### config.mk
export PLATFORM = sky130hd
export DESIGN_NAME = bus_protocol_initiator_flat
export DESIGN_NICKNAME = d
export VERILOG_FILES = /design/src/rtl/usi_bus_pkg.sv /design/src/rtl/bus_protocol_if.sv /design/src/rtl/bus_timeout_counter.sv /design/src/rtl/bus_protocol_initiator.sv /design/src/flat_wrapper.sv
export SDC_FILE = /design/constraint.sdc
export NUM_CORES = 1
export LEC_CHECK = 0
export ABC_AREA = 1
export CAP_MARGIN = 10
export CORE_UTILIZATION = 43
export CTS_BUF_LIST = sky130_fd_sc_hd__clkbuf_8
export CTS_CLUSTER_DIAMETER = 100
export CTS_CLUSTER_SIZE = 12
export DETAILED_ROUTE_END_ITERATION = 10
export PLACE_DENSITY_LB_ADDON = 0.2
export SLEW_MARGIN = 20
export SYNTH_ARGS = -nofsm -noshare
export SYNTH_HDL_FRONTEND = slang
export SYNTH_SLANG_ARGS = --single-unit
### constraint.sdc
create_clock -name CLK -period 1.3 [get_ports CLK]
set_input_delay 0.13 -clock CLK [delete_from_list [all_inputs] [get_ports CLK]]
set_output_delay 0.13 -clock CLK [all_outputs]
set_load 0.005 [all_outputs]
### src/rtl/usi_bus_pkg.sv
// Shared types and widths for the USI bus initiator and its bus interface.
package usi_bus_pkg;

    localparam int unsigned BUS_ADDR_W = 32;
    localparam int unsigned BUS_DATA_W = 32;
    localparam int unsigned BUS_STRB_W = BUS_DATA_W / 8;

    typedef enum logic [1:0] {
        ST_IDLE   = 2'd0,
        ST_ACCESS = 2'd1,
        ST_RESP   = 2'd2
    } bus_init_state_t;

    typedef struct packed {
        logic                  write;
        logic [BUS_ADDR_W-1:0] addr;
        logic [BUS_DATA_W-1:0] wdata;
        logic [BUS_STRB_W-1:0] strobe;
    } bus_req_t;

    typedef struct packed {
        logic [BUS_DATA_W-1:0] rdata;
        logic                  error;
        logic                  timeout;
    } bus_rsp_t;

endpackage

### src/rtl/bus_protocol_if.sv
// Register-map bus between one requester (initiator) and the register-map responder.
interface bus_protocol_if;
    import usi_bus_pkg::*;

    logic [BUS_ADDR_W-1:0] addr;
    logic [BUS_DATA_W-1:0] wdata;
    logic [BUS_STRB_W-1:0] strobe;
    logic                  wen;
    logic                  ren;
    logic [BUS_DATA_W-1:0] rdata;
    logic                  error;
    logic                  request_stall;

    modport initiator (
        output addr, wdata, strobe, wen, ren,
        input  rdata, error, request_stall
    );

    modport responder (
        input  addr, wdata, strobe, wen, ren,
        output rdata, error, request_stall
    );

endinterface

### src/rtl/bus_timeout_counter.sv
// Counts stalled access cycles; expired fires on the stalled cycle that reaches TIMEOUT_CYCLES.
module bus_timeout_counter #(
    parameter int unsigned TIMEOUT_CYCLES = 16
) (
    input  logic CLK,
    input  logic nRST,
    input  logic clear,
    input  logic enable,
    output logic expired
);

    localparam int unsigned CNT_W = $clog2(TIMEOUT_CYCLES + 1);

    logic [CNT_W-1:0] count;

    always_ff @(posedge CLK or negedge nRST) begin
        if (!nRST) begin
            count <= '0;
        end else if (clear) begin
            count <= '0;
        end else if (enable) begin
            count <= count + CNT_W'(1);
        end
    end

    // The count reaches TIMEOUT_CYCLES on the same edge the access aborts.
    assign expired = enable && (count == CNT_W'(TIMEOUT_CYCLES - 1));

endmodule

### src/rtl/bus_protocol_initiator.sv
// Single-outstanding bus_protocol_if requester with valid/ready command and response channels.
// Optional stall timeout is built when BUS_INIT_TIMEOUT_EN is defined.
module bus_protocol_initiator
    import usi_bus_pkg::*;
#(
    parameter int unsigned TIMEOUT_CYCLES = 16
) (
    input  logic                  CLK,
    input  logic                  nRST,
    input  logic                  req_valid,
    output logic                  req_ready,
    input  logic                  req_write,
    input  logic [BUS_ADDR_W-1:0] req_addr,
    input  logic [BUS_DATA_W-1:0] req_wdata,
    input  logic [BUS_STRB_W-1:0] req_strobe,
    output logic                  rsp_valid,
    input  logic                  rsp_ready,
    output logic [BUS_DATA_W-1:0] rsp_rdata,
    output logic                  rsp_error,
    output logic                  rsp_timeout,
    bus_protocol_if.initiator     bpif
);

    if (TIMEOUT_CYCLES < 1) begin : g_bad_timeout
        $error("TIMEOUT_CYCLES must be at least 1");
    end

    bus_init_state_t state_q, state_d;
    bus_req_t        req_q, req_d;
    bus_rsp_t        rsp_q, rsp_d;
    logic            wen_q, wen_d;
    logic            ren_q, ren_d;
    logic            rsp_valid_q, rsp_valid_d;
    logic            req_ready_q, req_ready_d;
    logic            timeout_c;

`ifdef BUS_INIT_TIMEOUT_EN
    bus_timeout_counter #(
        .TIMEOUT_CYCLES(TIMEOUT_CYCLES)
    ) u_timeout (
        .CLK     (CLK),
        .nRST    (nRST),
        .clear   (state_q == ST_IDLE),
        .enable  ((state_q == ST_ACCESS) && bpif.request_stall),
        .expired (timeout_c)
    );
`else
    assign timeout_c = 1'b0;
`endif

    // Next state and next registered outputs.
    always_comb begin
        state_d     = state_q;
        req_d       = req_q;
        rsp_d       = rsp_q;
        wen_d       = wen_q;
        ren_d       = ren_q;
        rsp_valid_d = rsp_valid_q;
        req_ready_d = req_ready_q;
        case (state_q)
            ST_IDLE: begin
                if (req_valid) begin
                    state_d     = ST_ACCESS;
                    req_d       = '{write: req_write, addr: req_addr,
                                    wdata: req_wdata, strobe: req_strobe};
                    wen_d       = req_write;
                    ren_d       = !req_write;
                    req_ready_d = 1'b0;
                end
            end
            ST_ACCESS: begin
                if (!bpif.request_stall) begin
                    state_d     = ST_RESP;
                    wen_d       = 1'b0;
                    ren_d       = 1'b0;
                    rsp_valid_d = 1'b1;
                    rsp_d       = '{rdata: req_q.write ? '0 : bpif.rdata,
                                    error: bpif.error, timeout: 1'b0};
                end else if (timeout_c) begin
                    state_d     = ST_RESP;
                    wen_d       = 1'b0;
                    ren_d       = 1'b0;
                    rsp_valid_d = 1'b1;
                    rsp_d       = '{rdata: '0, error: 1'b1, timeout: 1'b1};
                end
            end
            ST_RESP: begin
                if (rsp_ready) begin
                    state_d     = ST_IDLE;
                    rsp_valid_d = 1'b0;
                    req_ready_d = 1'b1;
                end
            end
            default: begin
                state_d     = ST_IDLE;
                wen_d       = 1'b0;
                ren_d       = 1'b0;
                rsp_valid_d = 1'b0;
                req_ready_d = 1'b1;
            end
        endcase
    end

    always_ff @(posedge CLK or negedge nRST) begin
        if (!nRST) begin
            state_q     <= ST_IDLE;
            req_q       <= '0;
            rsp_q       <= '0;
            wen_q       <= 1'b0;
            ren_q       <= 1'b0;
            rsp_valid_q <= 1'b0;
            req_ready_q <= 1'b1;
        end else begin
            state_q     <= state_d;
            req_q       <= req_d;
            rsp_q       <= rsp_d;
            wen_q       <= wen_d;
            ren_q       <= ren_d;
            rsp_valid_q <= rsp_valid_d;
            req_ready_q <= req_ready_d;
        end
    end

    assign bpif.addr   = req_q.addr;
    assign bpif.wdata  = req_q.wdata;
    assign bpif.strobe = req_q.strobe;
    assign bpif.wen    = wen_q;
    assign bpif.ren    = ren_q;

    assign req_ready   = req_ready_q;
    assign rsp_valid   = rsp_valid_q;
    assign rsp_rdata   = rsp_q.rdata;
    assign rsp_error   = rsp_q.error;
    assign rsp_timeout = rsp_q.timeout;

endmodule

### src/flat_wrapper.sv
// flat-port wrapper written by rule: the top's interface ports become plain ports
module bus_protocol_initiator_flat import usi_bus_pkg::*;
#(
    parameter int unsigned TIMEOUT_CYCLES = 16
)
  (CLK, nRST, req_valid, req_ready, req_write, req_addr, req_wdata, req_strobe, rsp_valid, rsp_ready, rsp_rdata, rsp_error, rsp_timeout, bpif_addr, bpif_wdata, bpif_strobe, bpif_wen, bpif_ren, bpif_rdata, bpif_error, bpif_request_stall);
  bus_protocol_if bpif_i ();
  input  logic CLK;
  input  logic nRST;
  input  logic req_valid;
  output logic req_ready;
  input  logic req_write;
  input  logic [BUS_ADDR_W-1:0] req_addr;
  input  logic [BUS_DATA_W-1:0] req_wdata;
  input  logic [BUS_STRB_W-1:0] req_strobe;
  output logic rsp_valid;
  input  logic rsp_ready;
  output logic [BUS_DATA_W-1:0] rsp_rdata;
  output logic rsp_error;
  output logic rsp_timeout;
  output wire logic [$bits(bpif_i.addr)-1:0] bpif_addr;
  output wire logic [$bits(bpif_i.wdata)-1:0] bpif_wdata;
  output wire logic [$bits(bpif_i.strobe)-1:0] bpif_strobe;
  output wire logic [$bits(bpif_i.wen)-1:0] bpif_wen;
  output wire logic [$bits(bpif_i.ren)-1:0] bpif_ren;
  input wire logic [$bits(bpif_i.rdata)-1:0] bpif_rdata;
  input wire logic [$bits(bpif_i.error)-1:0] bpif_error;
  input wire logic [$bits(bpif_i.request_stall)-1:0] bpif_request_stall;
  assign bpif_addr = bpif_i.addr;
  assign bpif_wdata = bpif_i.wdata;
  assign bpif_strobe = bpif_i.strobe;
  assign bpif_wen = bpif_i.wen;
  assign bpif_ren = bpif_i.ren;
  assign bpif_i.rdata = bpif_rdata;
  assign bpif_i.error = bpif_error;
  assign bpif_i.request_stall = bpif_request_stall;
  bus_protocol_initiator #(.TIMEOUT_CYCLES(TIMEOUT_CYCLES)) u_core (.CLK(CLK), .nRST(nRST), .req_valid(req_valid), .req_ready(req_ready), .req_write(req_write), .req_addr(req_addr), .req_wdata(req_wdata), .req_strobe(req_strobe), .rsp_valid(rsp_valid), .rsp_ready(rsp_ready), .rsp_rdata(rsp_rdata), .rsp_error(rsp_error), .rsp_timeout(rsp_timeout), .bpif(bpif_i));
endmodule
# After elaboration in Yosys (flattened, before gate mapping)
# Index checks and enable logic that the tools add are counted.
# op_classes
bitwise_logic	4
n_reduce_logical	8
eq_ne	5
muxes	16
# op_table
operator	n
32-bit 2-to-1 mux	1
1-bit case mux with 3 select lines	4
3-bit AND reduction	4
1-bit 2-to-1 mux	7
2-bit 2-to-1 mux	3
2-bit inequality test, second input constant	3
2-bit case mux with 3 select lines	1
1-bit NOT	4
2-bit AND reduction	2
2-bit by 1-bit equality test with 1-bit output, second input constant	1
2-bit equality test, second input constant	1
2-bit zero test	1
1-bit zero test	1
# totals
register_bits	108
output_inout_bits	106
wordCells	44
in_bits	107

# Longest topological paths before layout
# Gate-level depths: netlist (run 1).
# logic_depth
ltp_word	3
mapped_depth	7
depth_no_buf	6

# Worst setup path after synthesis (run 1)
# No wires, ideal clock.
# synth_path
path_type	register to register
startpoint	register u_core.state_q[1]
endpoint	register u_core.req_q (netlist bit u_core.bpif.addr[14])
period_less_slack_ps	1167
t_required_ps	1184
setup_ps	116
t_arrival_ps	1051
setup_slack_ps	133
path_stages_with_launch	8
n_path_buf	1
path_cell_list	dfrtp_1 inv_2 nand2_2 nor2_8 inv_8 buf_6 nand2_1 nand2_1
# synth_between
elab_chain_len	2
# synth_lines
element	line_no	rtl
from (decl)	bus_protocol_initiator.sv:28	bus_init_state_t state_q, state_d;
from (signal assigned)	bus_protocol_initiator.sv:114	state_q <= state_d;
2-bit zero test	bus_protocol_initiator.sv:60	case (state_q)
2-bit AND reduction (no line)	--	
to (signal assigned)	bus_protocol_initiator.sv:115	req_q <= req_d;
to (decl)	bus_protocol_initiator.sv:29	bus_req_t req_q, req_d;
# No other way between the ends.
# A chain may end at the register's enable or synchronous reset.

# Worst setup path after layout (run 1)
# layout_path
startpoint	register u_core.state_q[0]
endpoint	register u_core.req_q (netlist bit u_core.bpif.addr[24])
# The elaborated chain is that of the path after synthesis.

==> results of run 1 <==
==> repair_timing <==
| action | 4_1_cts | 5_1_grt |
|---|---|---|
| endpoints found under the hold margin | 107 | 0 |
| gates cloned | 0 | 4 |
| endpoints found under the setup margin | 106 | 69 |
| setup buffers | 18 | 3 |
| pin swaps | 0 | 7 |
| resized for setup | 107 | 21 |
| hold buffers | 1 | 0 |
==> registers in the layout, summed over array words and instances, names as in the netlist <==
register,cells
u_core.bpif.addr,32
u_core.bpif.ren,1
u_core.bpif.strobe,4
u_core.bpif.wdata,32
u_core.bpif.wen,1
u_core.req_q,1
u_core.req_ready,1
u_core.rsp_error,1
u_core.rsp_rdata,32
u_core.rsp_valid,1
u_core.state_q,2
==> metrics by stage <==
| stage | power [uW] | setup TNS [ps] | instances | worst slack, ps | area, um^2 |
|---|---|---|---|---|---|
| after floorplan | 9891 | 0 | 533 | 132.6 | 4815 |
| after global placement | 12410 | -1910 | 804 | -42.76 | 6568 |
| after detailed placement | 12620 | -2513 | 804 | -78.96 | 6568 |
| after CTS | 13770 | 0 | 839 | 2.617 | 6754 |
| after global routing | 15150 | -2112 | 846 | -66.26 | 6915 |
| final | 14030 | 0 | 846 | 13.03 | 6915 |
==> worst paths after layout <==
path	start	end	slack, ps	cells past startpoint
max	u_core.state_q[0]$_DFFE_PN0P_	u_core.bpif.addr[24]$_DFFE_PN0P_	10	7
max reg2reg	u_core.state_q[0]$_DFFE_PN0P_	u_core.bpif.addr[24]$_DFFE_PN0P_	10	7
min	nRST	u_core.bpif.wdata[12]$_DFFE_PN0P_	180	2
min reg2reg	u_core.bpif.wdata[16]$_DFFE_PN0P_	u_core.bpif.wdata[16]$_DFFE_PN0P_	470	2
min in group CLK	req_addr[0]	u_core.bpif.addr[0]$_DFFE_PN0P_	300	3
max in group asynchronous	nRST	u_core.bpif.wdata[21]$_DFFE_PN0P_	560	3
==> routing by layer <==
layer | up-vias | track usage
met5 | - | 0
met4 | 0 | 0.09100
met3 | 19 | 0.04419
met2 | 131 | 0.3242
met1 | 1761 | 0.2460
li1 | 1892 | -
==> power by group through the flow <==
stage          Combinational (uW)  Sequential [uW]  Clock [uW]
2_1_floorplan                4220             5680           0
3_3_place_gp                 6620             5790           0
3_5_place_dp                 6790             5830           0
4_1_cts                      6180             5690        1890
5_1_grt                      7260             5870        2020
6_report                     6540             5680        1820
==> cell families (layout without fill, tap and decap cells) <==
kind of cell | after synthesis | count (layout) | synth area share
compound gates | 37 | 37 | 0.04314
flops | 108 | 108 | 0.5616
simple gates | 287 | 287 | 0.2334
buf+inv | 100 | 273 | 0.1611
other cells | 1 | 1 | 0.0007789
==> cell usage in the layout (no fill, tap or decap), types with 3 or more instances in the layout <==
master / n
clkbuf_8: 10
clkdlybuf4s50_1: 105
nand2_4: 3
dlygate4sd2_1: 104
buf_4: 24
o21ai_2: 4
buf_12: 11
dfrtp_1: 106
o21ai_1: 28
nand2_1: 263
inv_1: 6
nand2_2: 16
==> worst max-delay path, cell delays in order (launching register included) <==
cell and delay (ps):
dfrtp_1 410, inv_2 110, nand2_4 80, nor2_8 210
buf_12 160, clkbuf_16 160, nand2_2 50, nand2_1 60
==> layout make-up <==
class / count / area, um^2 / area share
clock buffers: 10 / 137.6 / 0.01990
well taps: 140 / 175.2 / 0.02533
repair buffers: 250 / 2454 / 0.3548
clock inverters: 6 / 32.53 / 0.004704
multi-input cells: 325 / 1378 / 0.1992
inverters: 7 / 33.78 / 0.004885
flip-flops and latches: 108 / 2705 / 0.3912
==> run summary, run 1 <==
The final RePlAce weighted congestion was 0.8132. The flow ran to the end, and the final reports show no timing, DRC or antenna violations. The fraction of synthesis flops using an asynchronous set or reset pin came out at 1.000.

The leading area contributor after synthesis was dfrtp_1. Using the TritonRoute via totals, the vias-per-cell ratio works out to 4.495. The mean routed wirelength per cell is 13.68 um. In this run the core area contains 38 standard-cell rows. The tools report the clock root buffer as clkbuf_8. The maximum level of the CTS H-tree is 3, and the via count is 3803.

For the number of synthesis warnings, the log shows 0. For this design the total switching power over the nets is 4966 uW. For the sequential power share, the log shows 0.405. STA puts the critical path data required time at 1610 ps.

The die is 107.8 um tall. The tools report the startpoint type of the worst setup path as a flop. The worst-case IR drop observed on VDD is 828.5 uV.

The final hold violation count is 0. The worst hold-check slack was 183.5 ps. The total power per unit cell area was 2029 nW/um^2. The leakage power was 0.003684 uW; the fraction of post-synthesis cell area in the top cell type by area was 0.5561.

The initial antenna violation count was 0. The post-route fraction of the period consumed by the critical path was 0.9900; the final worst clock skew was 8.390 ps. The cell count after synthesis came out at 533. The highest attainable clock frequency is 777.0 MHz. The floorplan step defined a die boundary enclosing 11620 um^2.

The layout has 984 filler cells. STA puts the critical path data arrival time at 1590 ps. In the final design database the tool counted 808 nets.

In this run, synthesis produced a sequential element count of 108. The relative contribution of combinational cells to total power is 0.466. The commonest cells after synthesis are nand2_1 (274), dfrtp_1 (107), buf_4 (70). Synthesis produced a netlist with a net count of 640.

After synthesis, the mean cell area works out to 9.033 um^2. The fraction of layout instances using a drive strength above 1 came out at 0.1190. The via count of the first global-routing pass is 3680. The critical path is of the flop to flop type. The number of max-slew violations in the final report is 0.

The logs give 788 um for the sum of met3 wire segment lengths after detailed routing and 360 ps for the latest clock arrival within the worst-skew pair. The half-perimeter wire length after detailed placement is 8.105 mm. The number of enable flip-flop cells after synthesis is 0. The first detailed-routing pass took 4 iterations.

The clock transition time at the flip-flop clock pins of the worst setup and hold paths is 100 ps. The layout overhead on the synthesized area is 43.63%. The internal portion of the total power is 9068 uW.

The clock sink count is 108. 213 I/O pins were placed. Setup repair after global routing could not meet its margin everywhere. The nature of the critical path endpoint is a flop. The initial standard-cell utilization of the core was 0.4422. The portion of the post-synthesis area used by sequential elements was 0.5616. The maximum buffer depth of the clock tree was 2. For the maximum number of pins on one net before global-route repair, the log shows 51. The global-route usage over all layers was 0.1970; the final count of negative-setup-slack endpoints was 0.

In this run, CTS created clock tree buffers numbering 9. The post-detailed-route DRC marker count is 0, and the wire length of the first global-routing pass is 17.60 mm. The run gives 10890 um^2 as the placeable core region. The share of the core filled with cells is 0.6351, and the detailed-routed wire length on met2 is 5.613 mm.

The count of max-cap constraint violations was 0. The synthesized netlist contains 22 unique library cells. The tools report the post-synth design cell area as 4815 um^2. Along the worst path, the maximum fanout reaches 6.

The first routing iteration left 215 violations. Sorting the synthesized cells by area gives the leading types as dfrtp_1 (56%), nand2_1 (21%), buf_4 (11%), buf_6 (4.0%), o21ai_1 (2.7%). Input and output buffers added on the ports amount to 211. The type of the worst min-delay path was input pin to async pin.

The most frequent cell after synthesis is nand2_1. The switching share of total power came out at 0.3539. After global routing the overflow that remains totals 0. The number of nets still failing antenna checks after routing came out at 0. The final critical delay including setup and external delays came out at 1287 ps.

The number of antenna diodes in the final layout is 0. For this run, the leading register cell type out of synthesis is dfrtp_1. Highest layer used for signal routing: met4.

TritonCTS built the clock tree. The floorplan step set the die width to 107.8 um. The power share of the clock group is 0.129, and the post-route met1 wirelength is 4.933 mm. The final layout contains routed wiring with a total length of 11.58 mm.
Note: power is estimated with default switching activity, not from simulation.
==> inputs of run 2 (changes only) <==
- CAP_MARGIN: 10 -> not set
==> results of run 2 <==
Same layout as run 1: the final DEF is identical, and so are final timing and power.
